[src/rtl/iir_filter_mc_if.sv]
// Sample/result bus of the multichannel biquad; ovf exists only when IIR_SAT_EN is defined.
interface iir_filter_mc_if #(
  parameter int NB  = 12,
  parameter int NCH = 4
);
  localparam int CW = $clog2(NCH);

  logic                 vIn;
  logic signed [NB-1:0] dIn;
  logic [CW-1:0]        chIn;
  logic [3*NB-1:0]      b;
  logic [2*NB-1:0]      a;
  logic                 flush;
  logic signed [NB-1:0] dOut;
  logic                 vOut;
  logic [CW-1:0]        chOut;
`ifdef IIR_SAT_EN
  logic                 ovf;
`endif

  modport master (
    output vIn, dIn, chIn, b, a, flush,
    input  dOut, vOut, chOut
`ifdef IIR_SAT_EN
    , input ovf
`endif
  );

  modport slave (
    input  vIn, dIn, chIn, b, a, flush,
    output dOut, vOut, chOut
`ifdef IIR_SAT_EN
    , output ovf
`endif
  );
endinterface

[src/rtl/iir_filter_mc.sv]
// Time-multiplexed direct-form-II biquad, NCH channels sharing one coefficient set.
// Define IIR_SAT_EN for saturating width reduction of w/y plus the ovf flag; default wraps.
module iir_filter_mc #(
  parameter int NB  = 12,
  parameter int NCH = 4
) (
  input logic            clk,
  input logic            rst,
  iir_filter_mc_if.slave bus
);
  localparam int CW = $clog2(NCH);
  localparam int SW = 2*NB + 2;
  localparam logic signed [SW-1:0] SAT_HI = {{(SW-NB+1){1'b0}}, {(NB-1){1'b1}}};
  localparam logic signed [SW-1:0] SAT_LO = {{(SW-NB+1){1'b1}}, {(NB-1){1'b0}}};

  function automatic logic signed [2*NB-1:0] mul(input logic signed [NB-1:0] p,
                                                 input logic signed [NB-1:0] q);
    logic signed [2*NB-1:0] pe;
    logic signed [2*NB-1:0] qe;
    pe = {{NB{p[NB-1]}}, p};
    qe = {{NB{q[NB-1]}}, q};
    return pe * qe;
  endfunction

  function automatic logic signed [SW-1:0] ext(input logic signed [2*NB-1:0] p);
    return {{2{p[2*NB-1]}}, p};
  endfunction

  logic                 s1_v;
  logic signed [NB-1:0] s1_d;
  logic [CW-1:0]        s1_ch;
  logic [3*NB-1:0]      s1_b;
  logic [2*NB-1:0]      s1_a;

  logic signed [NB-1:0] w1_q [NCH];
  logic signed [NB-1:0] w2_q [NCH];

  logic                 vout_q;
  logic signed [NB-1:0] dout_q;
  logic [CW-1:0]        chout_q;

  always_ff @(posedge clk) begin
    if (rst) begin
      s1_v  <= 1'b0;
      s1_d  <= '0;
      s1_ch <= '0;
      s1_b  <= '0;
      s1_a  <= '0;
    end else begin
      s1_v <= bus.vIn;
      if (bus.vIn) begin
        s1_d  <= bus.dIn;
        s1_ch <= bus.chIn;
        s1_b  <= bus.b;
        s1_a  <= bus.a;
      end
    end
  end

  logic signed [NB-1:0] b0_c, b1_c, b2_c, a1_c, a2_c;
  assign b0_c = s1_b[NB-1:0];
  assign b1_c = s1_b[2*NB-1:NB];
  assign b2_c = s1_b[3*NB-1:2*NB];
  assign a1_c = s1_a[NB-1:0];
  assign a2_c = s1_a[2*NB-1:NB];

  // A flush in the same cycle makes the stage-2 sample see an already-cleared state.
  logic signed [NB-1:0] w1_rd, w2_rd;
  always_comb begin
    w1_rd = '0;
    w2_rd = '0;
    if (!bus.flush) begin
      w1_rd = w1_q[s1_ch];
      w2_rd = w2_q[s1_ch];
    end
  end

  logic signed [SW-1:0] x_sh, w_sum, w_shr, y_sum, y_shr;
  logic signed [NB-1:0] w_val, y_val;

  assign x_sh  = $signed({{(NB+2){s1_d[NB-1]}}, s1_d}) <<< (NB-1);
  assign w_sum = x_sh - ext(mul(a1_c, w1_rd)) - ext(mul(a2_c, w2_rd));
  assign w_shr = w_sum >>> (NB-1);

  assign y_sum = ext(mul(b0_c, w_val)) + ext(mul(b1_c, w1_rd)) + ext(mul(b2_c, w2_rd));
  assign y_shr = y_sum >>> (NB-1);

`ifdef IIR_SAT_EN
  logic w_hi, w_lo, y_hi, y_lo, sat_hit, ovf_q;
  assign w_hi    = (w_shr > SAT_HI);
  assign w_lo    = (w_shr < SAT_LO);
  assign y_hi    = (y_shr > SAT_HI);
  assign y_lo    = (y_shr < SAT_LO);
  assign w_val   = w_hi ? SAT_HI[NB-1:0] : (w_lo ? SAT_LO[NB-1:0] : w_shr[NB-1:0]);
  assign y_val   = y_hi ? SAT_HI[NB-1:0] : (y_lo ? SAT_LO[NB-1:0] : y_shr[NB-1:0]);
  assign sat_hit = w_hi | w_lo | y_hi | y_lo;
`else
  // Wrapping keeps only the low NB bits; the guard bits are intentionally dropped.
  logic unused_guard;
  assign w_val        = w_shr[NB-1:0];
  assign y_val        = y_shr[NB-1:0];
  assign unused_guard = ^{w_shr[SW-1:NB], y_shr[SW-1:NB], SAT_HI[0], SAT_LO[0]};
`endif

  always_ff @(posedge clk) begin
    if (rst) begin
      vout_q  <= 1'b0;
      dout_q  <= '0;
      chout_q <= '0;
`ifdef IIR_SAT_EN
      ovf_q   <= 1'b0;
`endif
      for (int i = 0; i < NCH; i++) begin
        w1_q[i] <= '0;
        w2_q[i] <= '0;
      end
    end else begin
      vout_q <= s1_v;
      if (s1_v) begin
        dout_q  <= y_val;
        chout_q <= s1_ch;
`ifdef IIR_SAT_EN
        ovf_q   <= sat_hit;
`endif
      end
      if (bus.flush) begin
        for (int i = 0; i < NCH; i++) begin
          w1_q[i] <= '0;
          w2_q[i] <= '0;
        end
      end else if (s1_v) begin
        w1_q[s1_ch] <= w_val;
        w2_q[s1_ch] <= w1_rd;
      end
    end
  end

  assign bus.vOut  = vout_q;
  assign bus.dOut  = dout_q;
  assign bus.chOut = chout_q;
`ifdef IIR_SAT_EN
  assign bus.ovf   = ovf_q;
`endif
endmodule
[src/flat_wrapper.sv]
// flat-port wrapper written by rule: the top's interface ports become plain ports
module iir_filter_mc_flat 
#(
  parameter int NB  = 12,
  parameter int NCH = 4
)
  (clk, rst, bus_vIn, bus_dIn, bus_chIn, bus_b, bus_a, bus_flush, bus_dOut, bus_vOut, bus_chOut);
  iir_filter_mc_if #(.NB(NB), .NCH(NCH)) bus_i ();
  input logic clk;
  input logic rst;
  input wire logic [$bits(bus_i.vIn)-1:0] bus_vIn;
  input wire logic [$bits(bus_i.dIn)-1:0] bus_dIn;
  input wire logic [$bits(bus_i.chIn)-1:0] bus_chIn;
  input wire logic [$bits(bus_i.b)-1:0] bus_b;
  input wire logic [$bits(bus_i.a)-1:0] bus_a;
  input wire logic [$bits(bus_i.flush)-1:0] bus_flush;
  output wire logic [$bits(bus_i.dOut)-1:0] bus_dOut;
  output wire logic [$bits(bus_i.vOut)-1:0] bus_vOut;
  output wire logic [$bits(bus_i.chOut)-1:0] bus_chOut;
  assign bus_i.vIn = bus_vIn;
  assign bus_i.dIn = bus_dIn;
  assign bus_i.chIn = bus_chIn;
  assign bus_i.b = bus_b;
  assign bus_i.a = bus_a;
  assign bus_i.flush = bus_flush;
  assign bus_dOut = bus_i.dOut;
  assign bus_vOut = bus_i.vOut;
  assign bus_chOut = bus_i.chOut;
  iir_filter_mc #(.NB(NB), .NCH(NCH)) u_core (.clk(clk), .rst(rst), .bus(bus_i));
endmodule
[config.mk]
export PLATFORM = sky130hd
export DESIGN_NAME = iir_filter_mc_flat
export DESIGN_NICKNAME = d
export VERILOG_FILES = /design/src/rtl/iir_filter_mc_if.sv /design/src/rtl/iir_filter_mc.sv /design/src/flat_wrapper.sv
export SDC_FILE = /design/constraint.sdc
export NUM_CORES = 2
export LEC_CHECK = 0
export CAP_MARGIN = 20
export CORE_ASPECT_RATIO = 1.25
export CORE_MARGIN = 1
export CORE_UTILIZATION = 60
export CTS_CLUSTER_SIZE = 30
export DETAILED_ROUTE_END_ITERATION = 6
export PLACE_DENSITY = 0.9
export SYNTH_ARGS = -nofsm -noshare
export SYNTH_HDL_FRONTEND = slang
export SYNTH_SLANG_ARGS = --single-unit
[constraint.sdc]
create_clock -name clk -period 18.27 [get_ports clk]
set_input_delay 3.654 -clock clk [delete_from_list [all_inputs] [get_ports clk]]
set_output_delay 3.654 -clock clk [all_outputs]
set_load 0.03 [all_outputs]
==> flow_metrics.py <==
metrics = {
    "place": {
        "dpl-instance-area_sq_mm": 0.0367,
        "portBuffers": 92,
        "gp_congestion": 0.962,
        "dp_hpwl_microns": 73700,
        "dp.cells": 4334,
    },
    "timing": {
        "skew_ns": 0.0219,
        "rsz0062_at_grt": "false",
        "fin_crit_ns": 17.77,
        "fin_tns_setup_ns": 0,
        "setup_viol": 0,
        "slew_headroom_pct": 22.8,
        "finalHoldViolCount": 0,
        "max_freq_ghz": 0.0563,
        "slew_viol_final": 0,
        "tightest_slew_ns": 1.15,
        "min_period_over_period_pct": 97.3,
    },
    "cts": {
        "post_cts_buffers": 0,
        "clockBufferDepth": 2,
        "cts_resized": 0,
        "cts_max_level": 4,
        "cts.clk_slew.worst_paths_ns": 0.09,
        "cts_hold_buf": 0,
        "cts_tree": "done",
        "cts_root_buf": "clkbuf_16",
        "numCtsBuffers": 17,
        "cts.sinks": 188,
        "clock_latency_ns": 0.52,
    },
    "status": {
        "outcome": "finished clean",
    },
    "synthesis": {
        "syn_area_per_cell_sq_um": 9.73,
        "syn_inst": 3586,
        "async_flop_share_pct": 0,
        "yosysTopAreaCellShare_pct": 45.4,
        "synth_common_cells": "inv_1 (945), fa_1 (791), nand2_1 (385), nor2_1 (257), and2_1 (255)",
        "synth_area_leader_cell": "fa_1",
        "ys.flop_type": "edfxtp_1",
        "ys_top_cells_by_area": "fa_1 (45%), inv_1 (10%), edfxtp_1 (8.3%), ha_1 (7.9%), dfxtp_1 (5.3%)",
        "ys_types": 55,
        "ys_ff_latch": 188,
        "synth_most_common_cell": "inv_1",
        "synth_edf_count": 96,
        "syn_area_sq_mm": 0.0349,
        "synth_fp_nets": 4675,
        "yosysWarnings": 0,
        "ys_seq_area_share_pct": 13.5,
    },
    "routing": {
        "vias_per_cell": 5.72,
        "firstDrtPassIters": 6,
        "vias": 24994,
        "postRouteAntennaNets": 0,
        "drc": 0,
        "wl_microns": 90500,
        "wire_per_inst_microns": 20.7,
        "drt_iter0_drc": 2086,
    },
    "finish": {
        "register_area_sq_mm": 0.00472,
        "drive_gt1_share_pct": 4.87,
        "final_cell_area_sq_mm": 0.0374,
        "diodes": 0,
        "area_delta_synth_final_pct": 7.11,
        "fillers": 3945,
        "final_cell_count_no_fill": 4367,
        "nets": 4693,
        "multi_input_area_sq_mm": 0.0261,
    },
    "floorplan": {
        "die_area_sq_mm": 0.0591,
        "io_pins": 93,
        "coreArea_sq_mm": 0.0574,
        "dieHeight_microns": 272,
        "start_util_pct": 60.8,
        "die_w_microns": 218,
        "rows": 98,
    },
    "global_routing": {
        "grt_pass1_wl_microns": 148000,
        "grt_overflow_total": 0,
        "antenna_found_initial": 1,
        "grt_pass1_vias": 28727,
        "grt_usage_pct": 33.0,
        "grt_max_degree": 68,
    },
    "setup_path": {
        "crit_arrival_ns": 18.21,
        "cp.required_ns": 18.71,
        "criticalPathCategory": "in -> reg",
        "critPathLaunchType": "input pin",
        "cpMostUsedCell": "fa_1",
        "worst_path_largest_cell_delay_ns": 0.82,
        "crit_family": "adder cells",
        "cp_slowest_cell": "xnor2_1",
        "critPathCaptureType": "register",
        "cp_max_fo": 32,
        "cp_num_buf_inv": 13,
    },
    "job": {
        "max_cap_violations": 0,
    },
    "worst_hold_path": {
        "hold_path.class": "reg -> reg",
    },
}
[per-stage QoR]
stage,hold WS [ns],util (%),setup WS (ns)
finish,0.486,65.1,0.499
global route,0.511,65.1,0.0304
CTS,0.487,65.1,0.276
detailed placement,0.468,64.0,-0.196
global placement,0.461,64.0,0.410
floorplan,0.460,-,1.55
[cells in the final DEF, fill, tap and decap left out, types with 3 or more instances in the layout]
master and instances:
clkbuf_16 17, fa_1 791, xor2_1 22, nand3_1 8, o21a_1 5, clkdlybuf4s50_1 90
a21oi_1 18, a21o_1 7, a211oi_1 3, xnor2_1 75, nor2b_1 29, nand2b_1 9
ha_1 220, mux2i_1 86, mux4_2 21, inv_1 945, clkinv_8 4, nand4_1 4
buf_4 70, dfxtp_1 92, nor2b_2 14, and2_1 255, nor2_1 257, o21ai_0 12
or2_2 24, edfxtp_1 96, inv_12 6, nor3_1 6, nand2_1 385
[cell type report]
type                            count  share of cell area (%)
Clock buffer                       17                    1.14
Clock inverter                     15                   0.596
Inverter                          946                    9.50
Multi-Input combinational cell   2290                    69.7
Sequential cell                   188                    12.6
Tap cell                          750                    2.51
Timing Repair Buffer              161                    3.87
[routing by layer]
metal,global-route usage [%],vias up,wire length (microns)
li1,-,10339,-
met4,24.9,0,8070
met3,8.45,604,8960
met1,36.1,12478,28800
met2,55.0,1573,44600
met5,0,-,0
[registers in the layout (all words and copies together) (netlist names), 2 cells and up, named ones only]
register	flops
u_core.bus.chOut	2
u_core.bus.dOut	12
u_core.s1_a	24
u_core.s1_b	36
u_core.s1_ch	2
u_core.s1_d	12
u_core.w1_q	48
u_core.w2_q	48
[worst min-delay path: stages, from the launching register on]
cell,delay [ns]
dfxtp_1,0.33
nand2b_1,0.06
a21oi_1,0.05
[cells by family after synthesis]
kind of cell,count (synthesis),synth area share (%)
buf+inv,1108,11.9
fa+ha+maj,1011,53.3
simple gates,999,13.3
flops,188,13.5
mux,109,3.97
xor+xnor,99,2.55
compound gates,72,1.46
[path summary, 6_finish.rpt]
| path | startpoint | endpoint | slack (ns) | cells past startpoint |
|---|---|---|---|---|
| worst max-delay path | bus_flush | u_core.bus.dOut[11]$_SDFFE_PP0P_ | 0.50 | 47 |
| worst min-delay path | u_core.bus.dOut[10]$_SDFFE_PP0P_ | u_core.bus.dOut[10]$_SDFFE_PP0P_ | 0.49 | 2 |
| worst max register to register | register | u_core.bus.dOut[11]$_SDFFE_PP0P_ | 3.15 | 44 |
| worst min register to register | u_core.bus.dOut[10]$_SDFFE_PP0P_ | u_core.bus.dOut[10]$_SDFFE_PP0P_ | 0.49 | 2 |
Power is not shown: default switching activity piles up to over one toggle a cycle in this logic, so the estimate is an artifact.
